[config.mk]
export PLATFORM = sky130hd
export DESIGN_NAME = inst_fetch_queue
export DESIGN_NICKNAME = d
export VERILOG_FILES = /design/src/rtl/inst_fetch_queue.sv
export SDC_FILE = /design/constraint.sdc
export NUM_CORES = 1
export LEC_CHECK = 0
export CAP_MARGIN = 30
export CORE_MARGIN = 2
export CORE_UTILIZATION = 30
export DETAILED_ROUTE_END_ITERATION = 8
export HOLD_SLACK_MARGIN = 0.15
export SETUP_SLACK_MARGIN = 0.02
export SLEW_MARGIN = 30
export SYNTH_ARGS = -nofsm -noshare
export SYNTH_HDL_FRONTEND = slang
export SYNTH_SLANG_ARGS = --single-unit
[constraint.sdc]
create_clock -name clk -period 3.69 [get_ports clk]
set_clock_uncertainty 0.2 [all_clocks]
set_input_delay 0.5535 -clock clk [delete_from_list [all_inputs] [get_ports clk]]
set_output_delay 0.5535 -clock clk [all_outputs]
set_load 0.02 [all_outputs]
[src/rtl/inst_fetch_queue.sv]
// rtl/inst_fetch_queue.sv - circular instruction/PC buffer between fetch and execute with flush and drop counter
module inst_fetch_queue #(
  parameter int                 DATA_W   = 32,
  parameter int                 PC_W     = 30,
  parameter int                 DEPTH    = 4,
  parameter logic [DATA_W-1:0]  NOP_INST = '0,
  parameter int                 CNT_W    = 16
) (
  input  logic                         clk,
  input  logic                         reset,
  input  logic                         in_valid,
  output logic                         in_ready,
  input  logic [DATA_W-1:0]            in_inst,
  input  logic [PC_W-1:0]              in_pc,
  output logic                         out_valid,
  input  logic                         out_ready,
  output logic [DATA_W-1:0]            out_inst,
  output logic [PC_W-1:0]              out_pc,
  input  logic                         flush,
  output logic [$clog2(DEPTH+1)-1:0]   count,
  output logic [CNT_W-1:0]             drop_cnt
);

  localparam int AW = $clog2(DEPTH);
  localparam int CW = $clog2(DEPTH + 1);
  // Sum width wide enough that drop_cnt + count can never wrap before saturation.
  localparam int SW = ((CNT_W > CW) ? CNT_W : CW) + 1;
  localparam logic [CNT_W-1:0] CNT_MAX = '1;

  logic [DATA_W-1:0] r_inst_mem [DEPTH];
  logic [PC_W-1:0]   r_pc_mem   [DEPTH];
  logic [AW-1:0]     r_wr_ptr;
  logic [AW-1:0]     r_rd_ptr;
  logic [CW-1:0]     r_count;
  logic [CNT_W-1:0]  r_drop_cnt;

  logic              w_full;
  logic              w_empty;
  logic              w_push;
  logic              w_pop;
  logic [SW-1:0]     w_drop_sum;
  logic [CNT_W-1:0]  w_drop_next;
  logic [CW-1:0]     w_count_next;

  // Occupancy comes from the count register only; pointers are never compared.
  assign w_full  = (r_count == CW'(DEPTH));
  assign w_empty = (r_count == '0);

  // in_ready deliberately ignores out_ready: a full queue refuses a push even while it pops.
  assign in_ready  = ~w_full;
  assign out_valid = ~w_empty;

  assign w_push = in_valid & ~w_full;
  assign w_pop  = out_ready & ~w_empty;

  // Saturating accumulation of entries thrown away by a flush.
  assign w_drop_sum  = SW'(r_drop_cnt) + SW'(r_count);
  assign w_drop_next = (w_drop_sum > SW'(CNT_MAX)) ? CNT_MAX : w_drop_sum[CNT_W-1:0];

  // Next occupancy for a normal (no flush) cycle; simultaneous push/pop leaves it unchanged.
  always_comb begin
    w_count_next = r_count;
    case ({w_push, w_pop})
      2'b10:   w_count_next = r_count + CW'(1);
      2'b01:   w_count_next = r_count - CW'(1);
      default: w_count_next = r_count;
    endcase
  end

  // Storage write: contents are never cleared, only the outputs are masked when empty.
  always_ff @(posedge clk) begin
    if (!reset && !flush && w_push) begin
      r_inst_mem[r_wr_ptr] <= in_inst;
      r_pc_mem[r_wr_ptr]   <= in_pc;
    end
  end

  // Pointer and occupancy state; reset beats flush, flush beats push/pop.
  always_ff @(posedge clk) begin
    if (reset) begin
      r_wr_ptr <= '0;
      r_rd_ptr <= '0;
      r_count  <= '0;
    end else if (flush) begin
      r_wr_ptr <= '0;
      r_rd_ptr <= '0;
      r_count  <= '0;
    end else begin
      if (w_push) r_wr_ptr <= r_wr_ptr + AW'(1);
      if (w_pop)  r_rd_ptr <= r_rd_ptr + AW'(1);
      r_count <= w_count_next;
    end
  end

  // Flush-drop counter; a flush on an empty queue adds zero.
  always_ff @(posedge clk) begin
    if (reset) begin
      r_drop_cnt <= '0;
    end else if (flush) begin
      r_drop_cnt <= w_drop_next;
    end
  end

  // Head read from storage only, so in_inst/in_pc have no path to the outputs.
  assign out_inst = w_empty ? NOP_INST   : r_inst_mem[r_rd_ptr];
  assign out_pc   = w_empty ? PC_W'(0)   : r_pc_mem[r_rd_ptr];
  assign count    = r_count;
  assign drop_cnt = r_drop_cnt;

endmodule
==> results by group, run 1 <==
Run status
  • Outcome: finished clean

Logic synthesis
  • Synth Register Bits: 273
  • Synth top area cells: edfxtp_1 69%, mux4_2 13%, dfxtp_1 4.6%, and2_1 3.9%, ha_1 0.93%
  • Syn_area_per_cell: 19.56 µm²
  • Seq/Total Area, Yosys: between 70% and 80%
  • Synth top area share: between 60% and 70%
  • Syn Inst Count: 551
  • Yosys cell types: 44
  • Post-Syn Nets: 628
  • Post-Syn Area: ~0.011 mm²
  • Synth area leader: edfxtp_1
  • Ys Warns: 0

Global routing
  • Largest net degree at the start of global routing: between 40 and 50
  • First-pass GRT wire length: approximately 36,000 µm
  • All-Layer GR Usage: 12.18%
  • Vias in the first global route: 6,011
  • Overflow after GRT: 0
  • Antenna violations before repair: 2

Floorplanning
  • Row count: roughly 70
  • Initial Util: a little under a third
  • Chip Height: roughly 190 µm
  • Die width: 193.5 µm
  • Top Ports: 150
  • Die ar.: 0.03745 mm²
  • Placeable Area: 0.03548 mm²

Setup path
  • Arrival @ worst endpoint: approximately 2600 ps
  • CP top delay family: buffers and inverters
  • CP Cell Sequence: buf_12, mux4_2, and2_1, clkdlybuf4s50_1
  • Critical path capture point type: output port
  • Max incr delay on CP: approximately 600 ps
  • CP Launch Type: flip-flop
  • CP Buf/Inv Count: 2
  • Slowest stage cell, crit path: clkdlybuf4s50_1
  • Kind of critical path: reg2out
  • Crit Path Max Fanout: 20
  • Required @ worst endpoint: 2940 ps

CTS
  • Clock transition at path regs: ~60 ps
  • CTS Buffer Depth: 3
  • Num CTS Buffers: 30
  • CTS tree: done
  • Clk sinks: between 200 and 300
  • # H-tree levels: 1
  • Worst-skew pair later-pin latency: between 500 and 600 ps
  • Root buf cell: clkbuf_16

Route
  • Routed wire per std cell: roughly 19 µm
  • WL met1: between 9000 and 10,000 µm
  • Routed vias: between 5,000 and 6,000
  • Top Layer Used: met4
  • Via density: 4.595
  • DR iter-0 viols: between 300 and 400
  • DRC: 0
  • Met2 WL: 11,580 µm
  • Pre-antenna DRT Iters: 5
  • Met3 wire len: about 1100 µm
  • Total wire length after detailed routing: 22,960 µm
  • Antenna-violating nets left: 0

Power and ir drop
  • Logic pwr share: 6.4%
  • Pwr Density: between 400 and 500 mW/mm²
  • Sequential Power Share: between 50% and 60%
  • Pleak: 4.411 nW
  • P_sw: approximately 1.4 mW
  • Clock power share: 43.4%
  • Net Sw Frac: between 20% and 30%
  • Internal power: roughly 5.4 mW
  • Maximum VDD drop: ~420 µV

Flow run
  • Max-cap viol count: 0

STA
  • Final hold violation count: 0
  • RSZ-0062 raised after global routing: no
  • Setup violators final: 0
  • Tmin final: 3391 ps
  • Fmax achieved: 0.2949 GHz
  • Setup tns final: 0 ps
  • Worst-margin pin slew: ~470 ps
  • Max-slew violation count: 0
  • Final period util: about nine tenths
  • Relative slew slack: roughly 69%

Final layout
  • Share of cells above drive strength 1: approximately a fifth
  • Final Cell Area: 0.01401 mm²
  • Nets: 806
  • Fillers: approximately 3,200
  • Area Growth Syn to Fin: 29.98%
  • Most common cell after layout, fill and taps aside: edfxtp_1
  • Most frequent cells in the layout: 248 x edfxtp_1, 149 x clkdlybuf4s50_1, 64 x and2_1

Worst hold path
  • Worst hold path type: reg2reg

Placed design
  • I/O Buffers: ~150
  • HPWL Detailed: approximately 15,000 µm
  • Final Wtd Congestion: between 0.7 and 0.8
  • Placement Cell Area: approximately 0.013 mm²
cell type report:
class	instances	area (µm²)	area share, %
sequential	273	7955	56.79
clock buffer	34	765.7	5.467
clock inverter	22	226.5	1.617
antenna	2	5.005	0.03573
multi-input combinational	241	2648	18.90
inverter	13	48.80	0.3484
tap	461	576.8	4.118
timing repair buffer	170	1782	12.72
power by group through the flow:
stage	registers [mW]	clock network, mW	logic, mW
6_report	3.42	2.96	0.434
5_1_grt	3.42	3.17	0.470
4_1_cts	3.42	3.05	0.439
3_5_place_dp	3.49	0	0.438
3_3_place_gp	3.49	0	0.433
2_1_floorplan	3.49	0	0.190
synth_stat cells, drive strengths merged:
cell type,instances
xnor2,2
mux4,62
nor2,15
a21o,1
fa,2
and3,5
inv,13
a41oi,1
o21ai,7
edfxtp,248
or3,2
a2bb2oi,1
and4,2
o211a,1
nand2b,1
xor2,4
a211oi,7
nand2,5
nor4,1
o211ai,2
nor3,3
dfxtp,25
ha,8
nand3,8
and2,69
or2,1
a21oi,16
a31o,1
nand4,3
nor3b,1
clkbuf,10
a31oi,5
a311oi,4
or3b,1
buf,14
path summary, 6_finish.rpt:
kind / start / to / slack [ps] / cells past startpoint
hold reg to reg: r_wr_ptr[1]$_SDFFE_PP0P_ / r_wr_ptr[1]$_SDFFE_PP0P_ / 320 / 2
setup / recovery: flip-flop / out_pc[26] / 300 / 4
setup reg to reg: count[2]$_SDFFE_PP0P_ / count[2]$_SDFFE_PP0P_ / 1130 / 8
hold / removal: r_wr_ptr[1]$_SDFFE_PP0P_ / r_wr_ptr[1]$_SDFFE_PP0P_ / 320 / 2
worst min-delay path: stages, from the launching register on:
cell and delay [ps]:
dfxtp_1 340, nand2_1 70, a21oi_1 60
flip-flops by register name (all words and copies together) (netlist names), named ones only:
signal / cells
r_pc_mem: 120
count: 3
r_wr_ptr: 2
r_inst_mem: 128
r_rd_ptr: 2
drop_cnt: 16
what timing repair did:
| item | CTS | global route |
|---|---|---|
| setup buffers | 0 | 1 |
| hold buffers | 0 | 0 |
| gates resized for setup | 0 | 1 |
| setup endpoints to repair | 0 | 31 |
stage by stage:
step	worst slack, ps	hold slack, ps	util [%]	instances	total power [mW]
2_1_floorplan	407.8	269.2	-	551	3.677
3_3_place_gp	671.6	293.4	36.58	1157	3.919
3_5_place_dp	660.7	304.8	36.58	1157	3.925
4_1_cts	47.96	313.2	39.37	1213	6.909
5_1_grt	141.5	364.1	39.48	1216	7.064
6_report	298.9	318.2	39.48	1216	6.813
logic make-up (layout without fill, tap and decap cells):
| group | Yosys count | after routing | synth area share, % |
|---|---|---|---|
| other cells | 0 | 2 | 0 |
| compound gates | 46 | 46 | 2.868 |
| buf+inv | 37 | 239 | 1.823 |
| mux | 62 | 62 | 12.96 |
| fa+ha+maj | 10 | 10 | 1.300 |
| simple gates | 117 | 117 | 6.815 |
| xor+xnor | 6 | 6 | 0.4876 |
| flops | 273 | 273 | 73.75 |
metal layers:
layer	vias up	global-route usage [%]
met5	-	0
met4	0	4.439
li1	2571	-
met3	24	2.615
met1	2843	15.67
met2	150	20.32
Power figures use the tool's default switching activity.
==> run 2, diff against run 1 <==
CTS_CLUSTER_SIZE = 20   (was not set)
==> results by group, run 2 (synthesis results as in run 1) <==
Placed design
  • Final Wtd Congestion: 0.7985
  • Placement Cell Area: ~0.013 mm²
  • HPWL Detailed: approximately 15,000 µm
  • I/O Buffers: roughly 150

CTS
  • Worst-skew pair later-pin latency: roughly 550 ps
  • Root buf cell: clkbuf_16
  • CTS hold repair buffers: 0
  • # H-tree levels: 1
  • CTS tree: done
  • Num CTS Buffers: 30
  • CTS Buffer Depth: 3
  • Clk sinks: about 270
  • Clock transition at path regs: 60 ps

Final layout
  • Footprint of the multi-input gates: around 0.0026 mm²
  • Final Cell Area: 0.01396 mm²
  • Final core utilization: slightly below 40%
  • Nets: about 800
  • Register Area: 0.007955 mm²
  • Max reg flops: 128
  • Register name with the most flops: r_inst_mem
  • Share of cells above drive strength 1: between 20 and 25%
  • Most frequent cells in the layout: 248 x edfxtp_1, 149 x clkdlybuf4s50_1, 64 x and2_1
  • Most common cell after layout, fill and taps aside: edfxtp_1
  • Area Growth Syn to Fin: 29.54%
  • Fillers: between 3,000 and 4,000

Global routing
  • Overflow after GRT: 0
  • Antenna violations before repair: 2
  • First-pass GRT wire length: approximately 35,000 µm
  • Largest net degree at the start of global routing: between 40 and 50
  • All-Layer GR Usage: around an eighth
  • Vias in the first global route: approximately 6,000

STA
  • Final period util: 91.99%
  • Final Hold Slack: around 320 ps
  • Final hold violation count: 0
  • Relative slew slack: 68.78%
  • Setup violators final: 0
  • Worst-margin pin slew: between 400 and 500 ps
  • Setup tns final: 0 ps
  • Tmin final: between 3000 and 4000 ps
  • Fmax achieved: 0.2946 GHz
  • RSZ-0062 raised after global routing: no
  • Max-slew violation count: 0

Setup path
  • Kind of critical path: reg2out
  • Critical path capture point type: output port
  • Worst r2r src: count[2]$_SDFFE_PP0P_
  • FF-to-FF setup slack: 1140 ps
  • Worst Reg-to-Reg Cells: 8
  • Required @ worst endpoint: slightly below 3000 ps
  • Crit Path Max Fanout: 20
  • RR Endpoint: count[2]$_SDFFE_PP0P_
  • Arrival @ worst endpoint: between 2000 and 3000 ps
  • CP Launch Type: flip-flop
  • Setup crit end: out_pc[26]

Floorplanning
  • Placeable Area: around 0.035 mm²
  • Chip Height: approximately 190 µm
  • Die ar.: roughly 0.037 mm²
  • Initial Util: between 30 and 40%
  • Top Ports: 150
  • Die width: 193.5 µm
  • Row count: 69

Route
  • DR iter-0 viols: between 300 and 400
  • Pre-antenna DRT Iters: 4
  • Total wire length after detailed routing: ~23,000 µm
  • Routed wire per std cell: between 15 and 20 µm
  • Via density: 4.618
  • Routed vias: 5,615
  • DRC: 0
  • Antenna-violating nets left: 0

Power and ir drop
  • Pwr Density: roughly 480 mW/mm²
  • Maximum VDD drop: 403.1 µV
  • Pleak: between 4 and 5 nW

Flow run
  • Max-cap viol count: 0

Run status
  • Outcome: finished clean

Worst hold path
  • Worst hold path type: reg2reg
==> run 2: per-stage QoR <==
step / cells / setup slack (ps) / power, mW
2_1_floorplan: 551 / 407.8 / 3.677
4_1_cts: 1213 / 53.16 / 6.776
6_report: 1216 / 295.5 / 6.685
3_3_place_gp: 1157 / 671.6 / 3.919
3_5_place_dp: 1157 / 660.7 / 3.925
5_1_grt: 1216 / 141.0 / 6.941
==> run 2: worst min path at each step <==
| stage | start | end | cells past startpoint |
|---|---|---|---|
| floorplan | r_wr_ptr[1]$_SDFFE_PP0P_ | r_wr_ptr[1]$_SDFFE_PP0P_ | 2 |
| global placement | r_wr_ptr[1]$_SDFFE_PP0P_ | r_wr_ptr[1]$_SDFFE_PP0P_ | 2 |
| detailed placement | r_wr_ptr[1]$_SDFFE_PP0P_ | r_wr_ptr[1]$_SDFFE_PP0P_ | 2 |
| CTS | r_wr_ptr[1]$_SDFFE_PP0P_ | r_wr_ptr[1]$_SDFFE_PP0P_ | 2 |
| global route | r_rd_ptr[1]$_SDFFE_PP0P_ | r_rd_ptr[1]$_SDFFE_PP0P_ | 2 |
| finish | r_wr_ptr[1]$_SDFFE_PP0P_ | r_wr_ptr[1]$_SDFFE_PP0P_ | 2 |
==> run 2: per-layer routing <==
| metal | global-route usage (%) | up-vias | part of all wire, % |
|---|---|---|---|
| li1 | - | 2572 | - |
| met1 | 15.63 | 2852 | 42 |
| met2 | 20.21 | 162 | 50 |
| met3 | 2.737 | 29 | 5.7 |
| met4 | 4.382 | 0 | 2.2 |
| met5 | 0 | - | 0 |
==> run 2: worst max-delay path, cell delays in order, from the launching register on <==
cell	delay [ps]
dfxtp_4	550
buf_12	250
mux4_2	510
and2_1	170
clkdlybuf4s50_1	590
==> run 2: final cells by class <==
cell class              count  share of cell area [%]
flip-flops and latches    273                   56.99
multi-input cells         241                   18.97
repair buffers            170                   12.76
clock buffers              35                   5.512
well taps                 461                   4.132
clock inverters            21                   1.255
inverters                  13                  0.3496
diodes                      2                 0.03585
==> run 2: timing repair <==
| action | 4_1_cts | 5_1_grt |
|---|---|---|
| buffers inserted | 0 | 1 |
| setup endpoints to repair | 0 | 31 |
| resized for setup | 0 | 1 |
==> run 2: power by group <==
part	switching [mW]	internal, mW	total (mW)
clock	1.19	1.64	2.83
combinational	0.215	0.219	0.434
sequential	0.0144	3.41	3.42
total	1.42	5.26	6.68
==> run 3, diff against run 2 <==
GPL_TIMING_DRIVEN = 0   (was not set)
SETUP_SLACK_MARGIN = not set   (was 0.02)
==> results by group, run 3 (synthesis results as in run 1) <==
Run status
  • Outcome: finished clean

STA
  • Worst-margin pin slew: between 500 and 600 ps
  • Setup violators final: 0
  • Final Hold Slack: about 300 ps
  • Fmax achieved: between 0.2 and 0.3 GHz
  • RSZ-0062 raised after global routing: no
  • Max-slew violation count: 0
  • Final period util: between 90% and 100%
  • Final hold violation count: 0
  • Relative slew slack: between 60% and 70%
  • Tmin final: roughly 3500 ps

Setup path
  • FF-to-FF setup slack: 1120 ps
  • Setup crit end: out_inst[5]
  • RR Endpoint: count[2]$_SDFFE_PP0P_
  • Kind of critical path: reg2out
  • Crit. Startpoint: count[0]$_SDFFE_PP0P_
  • Worst Reg-to-Reg Cells: 8
  • Worst r2r src: count[2]$_SDFFE_PP0P_
  • Required @ worst endpoint: about 3000 ps
  • Crit Path Max Fanout: 10
  • CP Launch Type: flip-flop
  • Critical path capture point type: output port
  • Arrival @ worst endpoint: 2710 ps

Final layout
  • Share of cells above drive strength 1: roughly a fifth
  • Most frequent cells in the layout: 248 x edfxtp_1, 149 x clkdlybuf4s50_1, 64 x and2_1
  • Area Growth Syn to Fin: 29.21%
  • Max reg flops: between 100 and 150
  • Register name with the most flops: r_inst_mem
  • Footprint of the multi-input gates: approximately 0.0026 mm²
  • # diodes: 0
  • Register Area: 0.007948 mm²
  • Nets: 812
  • Most common cell after layout, fill and taps aside: edfxtp_1
  • Fillers: 3,271

Route
  • Total wire length after detailed routing: 22,840 µm
  • Via density: about 4.6
  • Antenna-violating nets left: 0
  • Routed vias: 5,613
  • Routed wire per std cell: 18.74 µm
  • DR iter-0 viols: 328
  • DRC: 0
  • Pre-antenna DRT Iters: 6

Global routing
  • All-Layer GR Usage: approximately 12%
  • Overflow after GRT: 0
  • Largest net degree at the start of global routing: 34
  • Antenna violations before repair: 1
  • First-pass GRT wire length: ~35,000 µm
  • Vias in the first global route: 5,939

Floorplanning
  • Die width: slightly below 200 µm
  • Top Ports: 150
  • Initial Util: a little under a third
  • Placeable Area: about 0.035 mm²
  • Chip Height: slightly below 200 µm
  • Die ar.: 0.03745 mm²
  • Row count: slightly below 70

Power and ir drop
  • Pleak: around 4.4 nW
  • Pwr Density: roughly 490 mW/mm²
  • Maximum VDD drop: roughly 450 µV
  • Total power: ~6.8 mW

CTS
  • # H-tree levels: 1
  • Clock transition at path regs: about 60 ps
  • Worst-skew pair later-pin latency: roughly 540 ps
  • Root buf cell: clkbuf_16
  • Num CTS Buffers: 30
  • CTS Buffer Depth: 3
  • Clk sinks: 273
  • CTS tree: done

Flow run
  • Max-cap viol count: 0

Worst hold path
  • Hold Path Cell Cnt: 2
  • Worst hold path type: reg2reg
  • HP Start: r_wr_ptr[1]$_SDFFE_PP0P_

Placed design
  • Final Wtd Congestion: between 0.7 and 0.8
  • HPWL Detailed: approximately 14,000 µm
  • I/O Buffers: about 150
## run 3: critical path, cell delays in order, from the launching register on
cell and delay [ps]:
dfxtp_1 460, or3_1 190, buf_2 250, buf_1 410, and2_1 220, clkdlybuf4s50_1 610
## run 3: through the flow
step	cells	setup WS, ps	setup TNS, ps	cell area (µm²)	util (%)
final	1219	230.2	0	13920	39.24
after global routing	1219	1.127	0	13920	39.24
after CTS	1220	4.782	0	13930	39.25
after detailed placement	1165	297.7	0	12940	36.48
after global placement	1161	-1812	-424340	12840	36.20
after floorplan	551	407.8	0	10780	-
## run 3: area by class of cell
cell class	instances	area share, %
clock buffers	43	6.110
multi-input cells	241	18.98
plain buffers	23	1.042
flip-flops and latches	273	57.08
clock inverters	12	0.9614
well taps	461	4.142
inverters	13	0.3504
repair buffers	153	11.34
## run 3: what timing repair did
action,4_1_cts,5_1_grt
hold buffers,0,0
setup endpoints to repair,3,22
setup buffers,0,0
gates resized for setup,1,1
## run 3: how the worst min path moves through the flow
stage	slack [ps]	end
floorplan	270	r_wr_ptr[1]$_SDFFE_PP0P_
global placement	300	r_wr_ptr[1]$_SDFFE_PP0P_
CTS	310	r_wr_ptr[1]$_SDFFE_PP0P_
finish	300	r_wr_ptr[1]$_SDFFE_PP0P_
global route	340	drop_cnt[2]$_SDFFE_PP0P_
detailed placement	300	r_wr_ptr[1]$_SDFFE_PP0P_
## run 3: layer usage
metal	track usage, %	vias to the layer above	share of wire [%]
li1	-	2579	-
met1	15.73	2849	44
met2	20.25	144	48
met3	2.615	39	5.1
met4	3.647	2	2.8
met5	0	-	0.057
## run 3: where the power goes
group	switching, mW	internal (mW)
Clock	1.15	1.80
Combinational	0.215	0.217
Sequential	0.0113	3.41
